### config.mk
export PLATFORM = sky130hd
export DESIGN_NAME = hbif_cmd_ctrl
export DESIGN_NICKNAME = d
export VERILOG_FILES = /design/src/rtl/hbif_cmd_ctrl.sv
export SDC_FILE = /design/constraint.sdc
export NUM_CORES = 1
export LEC_CHECK = 0
export CORE_UTILIZATION = 45
export DETAILED_ROUTE_END_ITERATION = 10
export GPL_TIMING_DRIVEN = 0
export MAX_ROUTING_LAYER = met4
export PLACE_DENSITY = 0.71
export SLEW_MARGIN = 0
export SYNTH_ARGS = -nofsm -noshare
export SYNTH_HDL_FRONTEND = slang
export SYNTH_SLANG_ARGS = --single-unit
### constraint.sdc
create_clock -name clk_i -period 4.48 [get_ports clk_i]
set_clock_uncertainty 0.05 [all_clocks]
set_input_delay 0.448 -clock clk_i [delete_from_list [all_inputs] [get_ports clk_i]]
set_output_delay 0.448 -clock clk_i [all_outputs]
set_load 0.05 [all_outputs]
### src/rtl/hbif_cmd_ctrl.sv
// UART command decoder: turns write (0x57 addr data) and read (0x52 addr) byte
// sequences into single register-bus accesses and returns one response byte.
module hbif_cmd_ctrl #(
  parameter int unsigned TIMEOUT_CYCLES = 68750
) (
  input  logic       clk_i,
  input  logic       rst_i,
  input  logic       en_i,
  input  logic       rx_valid_i,
  input  logic [7:0] rx_data_i,
  input  logic       tx_ready_i,
  output logic       tx_valid_o,
  output logic [7:0] tx_data_o,
  output logic       bus_req_o,
  output logic       bus_we_o,
  output logic [7:0] bus_addr_o,
  output logic [7:0] bus_wdata_o,
  input  logic       bus_ack_i,
  input  logic [7:0] bus_rdata_i,
  output logic [1:0] err_o
);

  localparam logic [7:0]  OP_WRITE = 8'h57;
  localparam logic [7:0]  OP_READ  = 8'h52;
  localparam logic [7:0]  RSP_OK   = 8'h4B;
  localparam logic [7:0]  RSP_BAD  = 8'h3F;
  localparam logic [19:0] TMO_MAX  = 20'(TIMEOUT_CYCLES);

  typedef enum logic [2:0] {IDLE, ADDR, DATA, BUS, RESP} state_t;

  state_t      state, state_nxt;
  logic [19:0] tmo_cnt;
  logic        accept_op;
  logic        op_known;
  logic        tmo_hit;

  assign accept_op  = (state == IDLE) && en_i && rx_valid_i;
  assign op_known   = (rx_data_i == OP_WRITE) || (rx_data_i == OP_READ);
  // A byte arriving on the terminal count still wins over the timeout.
  assign tmo_hit    = (tmo_cnt == TMO_MAX) && !rx_valid_i;
  assign bus_req_o  = (state == BUS);
  assign tx_valid_o = (state == RESP);

  always_ff @(posedge clk_i) begin
    if (rst_i) state <= IDLE;
    else       state <= state_nxt;
  end

  always_comb begin
    // NOTE: default first so every path assigns state_nxt and no latch is inferred.
    state_nxt = state;
    unique case (state)
      IDLE: if (accept_op) state_nxt = op_known ? ADDR : RESP;
      ADDR: begin
        if (rx_valid_i)   state_nxt = bus_we_o ? DATA : BUS;
        else if (tmo_hit) state_nxt = IDLE;
      end
      DATA: begin
        if (rx_valid_i)   state_nxt = BUS;
        else if (tmo_hit) state_nxt = IDLE;
      end
      BUS:  if (bus_ack_i)  state_nxt = RESP;
      RESP: if (tx_ready_i) state_nxt = IDLE;
      default: state_nxt = IDLE;
    endcase
  end

  always_ff @(posedge clk_i) begin
    // NOTE: non-blocking assignments so every register samples pre-edge values.
    if (rst_i) begin
      bus_we_o    <= 1'b0;
      bus_addr_o  <= 8'h00;
      bus_wdata_o <= 8'h00;
      tx_data_o   <= 8'h00;
      err_o       <= 2'b00;
      tmo_cnt     <= '0;
    end else begin
      unique case (state)
        IDLE: begin
          if (accept_op) begin
            bus_we_o <= (rx_data_i == OP_WRITE);
            tmo_cnt  <= '0;
            if (!op_known) tx_data_o <= RSP_BAD;
          end
        end
        ADDR, DATA: begin
          if (rx_valid_i) begin
            if (state == ADDR) bus_addr_o  <= rx_data_i;
            else               bus_wdata_o <= rx_data_i;
            tmo_cnt <= '0;
          end else if (tmo_hit) begin
            err_o[0] <= 1'b1;
            tmo_cnt  <= '0;
          end else begin
            tmo_cnt <= tmo_cnt + 20'd1;
          end
        end
        BUS: begin
          if (bus_ack_i)  tx_data_o <= bus_we_o ? RSP_OK : bus_rdata_i;
          if (rx_valid_i) err_o[1]  <= 1'b1;
        end
        RESP: if (rx_valid_i) err_o[1] <= 1'b1;
        default: ;
      endcase
    end
  end

endmodule
==> results of run 1 <==
-- through the flow --
step / total power [mW] / hold WS [ns] / utilization / area, sq um / instances
after global placement: 0.711 / 0.384 / 0.598 / 2920 / 400
after global routing: 1.02 / 0.417 / 0.617 / 3010 / 408
after CTS: 0.986 / 0.401 / 0.617 / 3010 / 408
after detailed placement: 0.713 / 0.389 / 0.598 / 2920 / 400
after floorplan: 0.631 / 0.423 / - / 2340 / 284
final: 0.980 / 0.397 / 0.617 / 3010 / 408
-- worst paths after layout --
| kind | start | to | slack, ns | cells past startpoint |
|---|---|---|---|---|
| hold / removal | err_o[1] | err_o[1] | 0.40 | 2 |
| setup / recovery | state[1] | bus_req_o | 1.67 | 4 |
| setup reg to reg | state[1] | tmo_cnt[18] | 2.00 | 7 |
| hold reg to reg | err_o[1] | err_o[1] | 0.40 | 2 |
-- metal layers --
layer  vias up  global-route usage  wire length [um]
met5         -                   -                 0
met1      1103               0.328              2880
li1       1149                   -                 -
met2        73               0.362              2800
met3         6              0.0474               327
met4         0              0.0513                63
-- placed cells by master (no fill, tap or decap), types with 2 or more instances in the layout --
master,count
sky130_fd_sc_hd__a211oi_1,2
sky130_fd_sc_hd__a21oi_1,25
sky130_fd_sc_hd__a221o_1,2
sky130_fd_sc_hd__a31o_2,4
sky130_fd_sc_hd__a31oi_1,3
sky130_fd_sc_hd__and3_1,5
sky130_fd_sc_hd__and4_1,4
sky130_fd_sc_hd__buf_1,3
sky130_fd_sc_hd__clkbuf_1,8
sky130_fd_sc_hd__clkbuf_8,6
sky130_fd_sc_hd__clkdlybuf4s50_1,49
sky130_fd_sc_hd__dfxtp_1,50
sky130_fd_sc_hd__ha_1,2
sky130_fd_sc_hd__inv_1,10
sky130_fd_sc_hd__mux2i_1,9
sky130_fd_sc_hd__nand2_1,30
sky130_fd_sc_hd__nand2b_1,4
sky130_fd_sc_hd__nand3_1,16
sky130_fd_sc_hd__nand4_1,6
sky130_fd_sc_hd__nor2_1,33
sky130_fd_sc_hd__nor2b_1,2
sky130_fd_sc_hd__nor3_1,13
sky130_fd_sc_hd__nor4_1,8
sky130_fd_sc_hd__nor4b_1,3
sky130_fd_sc_hd__o21ai_0,5
sky130_fd_sc_hd__o221a_2,3
sky130_fd_sc_hd__o41ai_1,3
sky130_fd_sc_hd__or3_1,5
sky130_fd_sc_hd__xnor2_1,6
-- cells by family (layout without fill, tap and decap cells) --
logic type | Yosys count | after routing | share of synthesized area
AOI/OAI and AO/OA | 59 | 59 | 0.171
xor gates and xnor gates | 7 | 7 | 0.0262
adders and majority gates | 2 | 2 | 0.0107
buffers and inverters | 22 | 79 | 0.0358
DFF | 50 | 50 | 0.427
muxes | 9 | 9 | 0.0385
and+or+nand+nor | 135 | 135 | 0.290
-- area by class of cell --
class,count,area [sq um]
flip-flops and latches,50,1000
fillers,457,1870
inverters,10,37.5
clock buffers,6,82.6
plain buffers,12,46.3
clock inverters,2,12.5
well taps,67,83.8
multi-input cells,212,1260
repair buffers,49,490
-- sequential cells by signal, indices dropped and copies added, names as in the netlist --
register and flops:
err_o 2, bus_addr_o 8, tmo_cnt 20, bus_we_o 1
tx_data_o 8, bus_wdata_o 8, state 3
-- power by group through the flow --
stage	logic (mW)	registers [mW]	clock network [mW]
global placement	0.226	0.486	0
detailed placement	0.226	0.486	0
finish	0.227	0.476	0.277
global route	0.243	0.479	0.302
floorplan	0.0926	0.538	0
CTS	0.227	0.476	0.283
-- worst register-to-register path: stages (launching register included) --
cell                       delay (ns)
sky130_fd_sc_hd__dfxtp_1         0.32
sky130_fd_sc_hd__clkbuf_1        0.28
sky130_fd_sc_hd__nand2b_1        0.18
sky130_fd_sc_hd__a211oi_2        0.51
sky130_fd_sc_hd__o21ai_0         0.20
sky130_fd_sc_hd__clkbuf_1        0.29
sky130_fd_sc_hd__a31o_2          0.29
sky130_fd_sc_hd__a311oi_1        0.27
==> implementation parameters, run 1 <==
Parameter                              Value

Synthesis
  Top cell types by occurrence after synthesis ... 50 x sky130_fd_sc_hd__dfxtp_1, 33 x sky130_fd_sc_hd__nor2_1, 30 x sky130_fd_sc_hd__nand2_1
  Area share of the leading cell type in the synthesized netlist ... 0.427
  Number of enable flip-flop cells after synthesis ... 0
  Cell type contributing the most total cell area after synthesis ... sky130_fd_sc_hd__dfxtp_1
  Proportion of synthesized flip-flops having asynchronous set or reset ... 0
  Synth Warn # ... 0
  Synth unique cells ... 47
  Synthesized net count ... about 310
  Gate Count Post-Synth ... roughly 280
  Most frequently used flop master after synthesis ... sky130_fd_sc_hd__dfxtp_1
  Yosys reg bits ... 50
  Post-Syn Area per Cell ... 8.25 sq um
  Most area-consuming cells after synthesis ... sky130_fd_sc_hd__dfxtp_1 43%, sky130_fd_sc_hd__a21oi_1 5.3%, sky130_fd_sc_hd__nor2_1 5.3%, sky130_fd_sc_hd__nand2_1 4.8%, sky130_fd_sc_hd__mux2i_1 3.8%
  Leading cell type by number of instances after synthesis ... sky130_fd_sc_hd__dfxtp_1
  Post-synthesis instance area ... between 2000 and 2500 sq um
  Portion of the post-synthesis area used by sequential elements ... 0.427

STA
  Minimum period implied by the final worst setup slack ... roughly 2.8 ns
  Transition time at the pin with the least slew margin ... roughly 0.83 ns
  Setup WS post-layout ... 1.67 ns
  Worst slew margin relative to its limit ... 0.441
  Unrepaired setup endpoints after global routing ... false
  Total of endpoints with negative setup slack in the final report ... 0
  Maximum operating frequency ... 356 MHz
  Final hold violation count ... 0
  Final Cycle Share ... 0.627
  Number of slew-limit violations in the final report ... 0
  Setup TNS Final ... 0 ns

Worst hold path
  Hold WC Path Type ... register to register

Detailed routing
  Number of DRC violations after detailed-routing iteration 0 ... between 150 and 200
  Vias/cell ... 5.71
  Residual antenna-violating net count after detailed routing ... 0
  Sum of routed wire length over all layers ... between 6 and 7 mm
  Wire per inst ... ~15 um
  Initial DRT Pass Iterations ... 4
  Total via count after detailed routing ... 2331
  Residual DRC ... 0

Floorplan
  Area of the core region ... between 4000 and 5000 sq um
  I/O Pins ... between 50 and 60
  Site row count ... 25
  Initial core utilization ... 0.480
  Die area ... 5500 sq um
  Die outline height ... about 74 um
  Die width ... around 74 um

Clock tree
  Clock slew at the register clock pins of the worst setup and hold paths ... 0.09 ns
  Post-CTS setup buffers ... 0
  Largest buffer count on any clock path ... 2
  Sinks on the clock net ... 50
  CTS resizes ... 0
  Depth of the CTS H-tree ... 2
  Root buf cell ... sky130_fd_sc_hd__clkbuf_8
  Number of hold buffers added after CTS ... 0
  Clock tree from TritonCTS ... yes
  CTS buffer count ... 5
  Clock latency of the later-clocked register in the worst-skew pair ... about 0.3 ns

Power
  Combinational share of power ... 0.232
  IR drop worst, VDD ... just over 0.0002 V
  Internal power ... about 0.67 mW
  Sequential Power Share ... 0.486
  Portion of total power attributed to the clock network ... 0.282
  Power density of the placed cells ... between 300 and 400 nW/um^2
  Switch share ... 0.318
  P_sw ... around 0.31 mW
  Static leakage ... roughly 0.98 nW

Layout
  Proportion of layout cells with a drive suffix above 1 ... 0.0528
  Number of nets in the finished design ... approximately 360
  Antenna diode count ... 0
  P&R area growth vs syn ... 28.6%

Critical path
  Critical path buffer and inverter count ... 2
  Delay of the slowest cell on the worst path ... 0.87 ns
  Cells along the critical path ... clkbuf_1 > nand2_1 > nor2_1 > clkdlybuf4s50_1
  Startpoint class of the critical path ... register
  Data required time at the worst endpoint ... around 4.0 ns
  Kind of capture point of the worst setup path ... primary output
  Largest fanout on the critical path ... 9
  Data arrival time of the critical path ... around 2.3 ns
  Slowest cell on crit path ... sky130_fd_sc_hd__clkdlybuf4s50_1
  WS Path Type ... register to primary output
  Largest delay share family, worst path ... buffers and inverters

Global route
  Vias in the first global route ... a little over 2000
  Largest net degree at the start of global routing ... 16
  Gr usage total ... 0.239
  Antenna violations before repair ... 0
  Global-route wire length before repair ... around 9.9 mm
  Grt total ovfl ... 0

Place
  Buffers added on ports ... 49
  Setup slack at placement ... 1.71 ns
  Sum of net half-perimeters after detailed placement ... 4.36 mm
  Final estimated routing congestion in global placement ... 0.843

Run
  Max-capacitance violation count ... 0

Status
  Result of the run ... complete, no violations
Note: power is estimated with default switching activity, not from simulation.
==> run 2: changes to the inputs <==
- PLACE_DENSITY: 0.71 -> 0.74
- clock period: 4.48 -> 2.4 ns (I/O delays scaled with it)
==> run 2 against run 1 <==
- final area up 0.12%
- sequential power up 88%
- setup slack got worse by 1.6 ns
- global-route usage is essentially flat
- largest cell class unchanged
==> implementation parameters, run 2 (same netlist as run 1, synthesis figures left out) <==
Parameter                              Value

Status
  Result of the run ... complete, no violations

Layout
  P&R area growth vs syn ... 28.7%
  Max FFs per register ... 20
  Proportion of layout cells with a drive suffix above 1 ... 0.0616
  Layout fillers ... approximately 460
  Antenna diode count ... 0
  Core utilization of the finished layout ... 0.618
  Most frequent cells in the layout ... 48 x sky130_fd_sc_hd__dfxtp_1, 47 x sky130_fd_sc_hd__clkdlybuf4s50_1, 33 x sky130_fd_sc_hd__nor2_1, 30 x sky130_fd_sc_hd__nand2_1, 25 x sky130_fd_sc_hd__a21oi_1
  Number of nets in the finished design ... around 360
  Most common cell after layout, fill and taps aside ... sky130_fd_sc_hd__dfxtp_1
  Area taken by multi-input logic gates ... about 1300 sq um
  Area taken by flip-flops and latches ... ~1000 sq um
  Post-route design area ... a little over 3000 sq um
  Most flop-heavy register ... tmo_cnt
  Post-route insts no fill ... 408

Power
  IR drop worst, VDD ... 0.000366 V
  Static leakage ... between 0.9 and 1 nW
  Post-layout total power ... 1.81 mW
  Power density of the placed cells ... roughly 600 nW/um^2

Detailed routing
  Wire per inst ... ~15 um
  Residual antenna-violating net count after detailed routing ... 0
  Sum of routed wire length over all layers ... ~6.1 mm
  Vias/cell ... between 5 and 6
  Initial DRT Pass Iterations ... 4
  Total via count after detailed routing ... 2286
  Residual DRC ... 0
  Number of DRC violations after detailed-routing iteration 0 ... between 150 and 200

STA
  Transition time at the pin with the least slew margin ... between 0.8 and 0.9 ns
  Number of slew-limit violations in the final report ... 0
  Setup WS post-layout ... approximately 0.095 ns
  Maximum operating frequency ... approximately 430 MHz
  Unrepaired setup endpoints after global routing ... false
  Total of endpoints with negative setup slack in the final report ... 0
  Setup TNS Final ... 0 ns
  Final hold violation count ... 0
  Worst hold margin ... roughly 0.40 ns
  Minimum period implied by the final worst setup slack ... between 2 and 2.5 ns
  Worst slew margin relative to its limit ... 0.456
  Final Cycle Share ... 0.960

Clock tree
  Sinks on the clock net ... 50
  Clock tree from TritonCTS ... yes
  Depth of the CTS H-tree ... 2
  Largest buffer count on any clock path ... 2
  Clock slew at the register clock pins of the worst setup and hold paths ... roughly 0.090 ns
  Root buf cell ... sky130_fd_sc_hd__clkbuf_8
  CTS buffer count ... 5
  Clock latency of the later-clocked register in the worst-skew pair ... 0.30 ns

Global route
  Global-route wire length before repair ... 9.70 mm
  Met1 global-route usage ... 0.334
  Global routing met2 resource utilization ... 0.344
  Gr usage total ... 0.238
  Grt total ovfl ... 0
  Top Usage Layer GRT ... met2
  Met3 track utilization from global routing ... 0.0474
  Largest net degree at the start of global routing ... 16
  Antenna violations before repair ... 0
  Vias in the first global route ... about 2000

Critical path
  Data arrival time of the critical path ... around 2.5 ns
  Cells along the critical path ... and4_1 > or4b_1 > buf_2 > or3_1 > or3_1 > a31oi_1
  Number of cell instances on the worst register-to-register path ... 6
  Slowest cell on crit path ... sky130_fd_sc_hd__dfxtp_1
  Reg2Reg Launch Point ... tmo_cnt[4]
  Data required time at the worst endpoint ... 2.58 ns
  Flop-to-flop setup slack ... around 0.095 ns
  End of the worst register-to-register path ... tmo_cnt[17]
  Most prevalent standard cell on the critical path ... sky130_fd_sc_hd__or3_1
  Worst Setup SP ... tmo_cnt[4]
  Largest fanout on the critical path ... 7
  Kind of capture point of the worst setup path ... register
  Startpoint class of the critical path ... register
  End point of the critical path ... tmo_cnt[17]
  Delay of the slowest cell on the worst path ... 0.45 ns
  WS Path Type ... register to register

Floorplan
  Die area ... approximately 5500 sq um
  Die width ... roughly 74 um
  Initial core utilization ... 0.480
  Die outline height ... 74.1 um
  Area of the core region ... just under 5000 sq um
  I/O Pins ... just over 50
  Site row count ... 25

Place
  Final estimated routing congestion in global placement ... between 0.8 and 0.9
  Sum of net half-perimeters after detailed placement ... 4.47 mm
  Placed insts ... 400
  Buffers added on ports ... 49
  Setup slack at placement ... -0.169 ns
  Instance area after placement ... just under 3000 sq um

Worst hold path
  Min-Delay Path Depth ... 2
  Hold WC Path Type ... register to register

Run
  Max-capacitance violation count ... 0
run 2: repair_timing:
action | CTS | global route
pin swaps | 0 | 1
gates cloned | 0 | 0
buffers inserted | 0 | 1
hold buffers | 0 | 0
resized for setup | 3 | 4
endpoints found under the setup margin | 4 | 7
run 2: report_power, final:
| group | leakage [nW] | total [mW] | switching, mW | internal [mW] |
|---|---|---|---|---|
| Clock | 0.0452 | 0.488 | 0.282 | 0.206 |
| Combinational | 0.540 | 0.425 | 0.274 | 0.150 |
| Sequential | 0.406 | 0.894 | 0.0280 | 0.866 |
| Total | 0.991 | 1.81 | 0.584 | 1.22 |
run 2: worst max-delay path, delay by kind of cell (launching register included):
family	cells	cell delay (ns)
compound gates	1	0.16
buf+inv	1	0.18
flops	1	0.45
simple gates	4	1.40
run 2: area by class of cell:
class / instances / share of cell area
inverters: 10 / 0.0124
clock buffers: 6 / 0.0241
well taps: 67 / 0.0278
repair buffers: 50 / 0.164
clock inverters: 2 / 0.00456
multi-input cells: 212 / 0.420
plain buffers: 11 / 0.0145
flip-flops and latches: 50 / 0.333
run 2: per-layer routing:
metal  up-vias  part of all wire
li1       1150                 -
met1      1047              0.47
met5         -                 0
met2        85              0.45
met4         0             0.011
met3         4             0.066
run 2: worst min path at each step:
stage | start | to | slack, ns
2_1_floorplan | rx_data_i[0] | bus_addr_o[0] | 0.33
3_3_place_gp | err_o[1] | err_o[1] | 0.38
3_5_place_dp | err_o[1] | err_o[1] | 0.39
4_1_cts | err_o[1] | err_o[1] | 0.40
5_1_grt | err_o[1] | err_o[1] | 0.42
6_report | err_o[1] | err_o[1] | 0.40
==> run 3: changes to the inputs <==
- SLEW_MARGIN: 0 -> 25
==> results of run 3 <==
Final layout, timing and power as in run 2 (identical DEF).
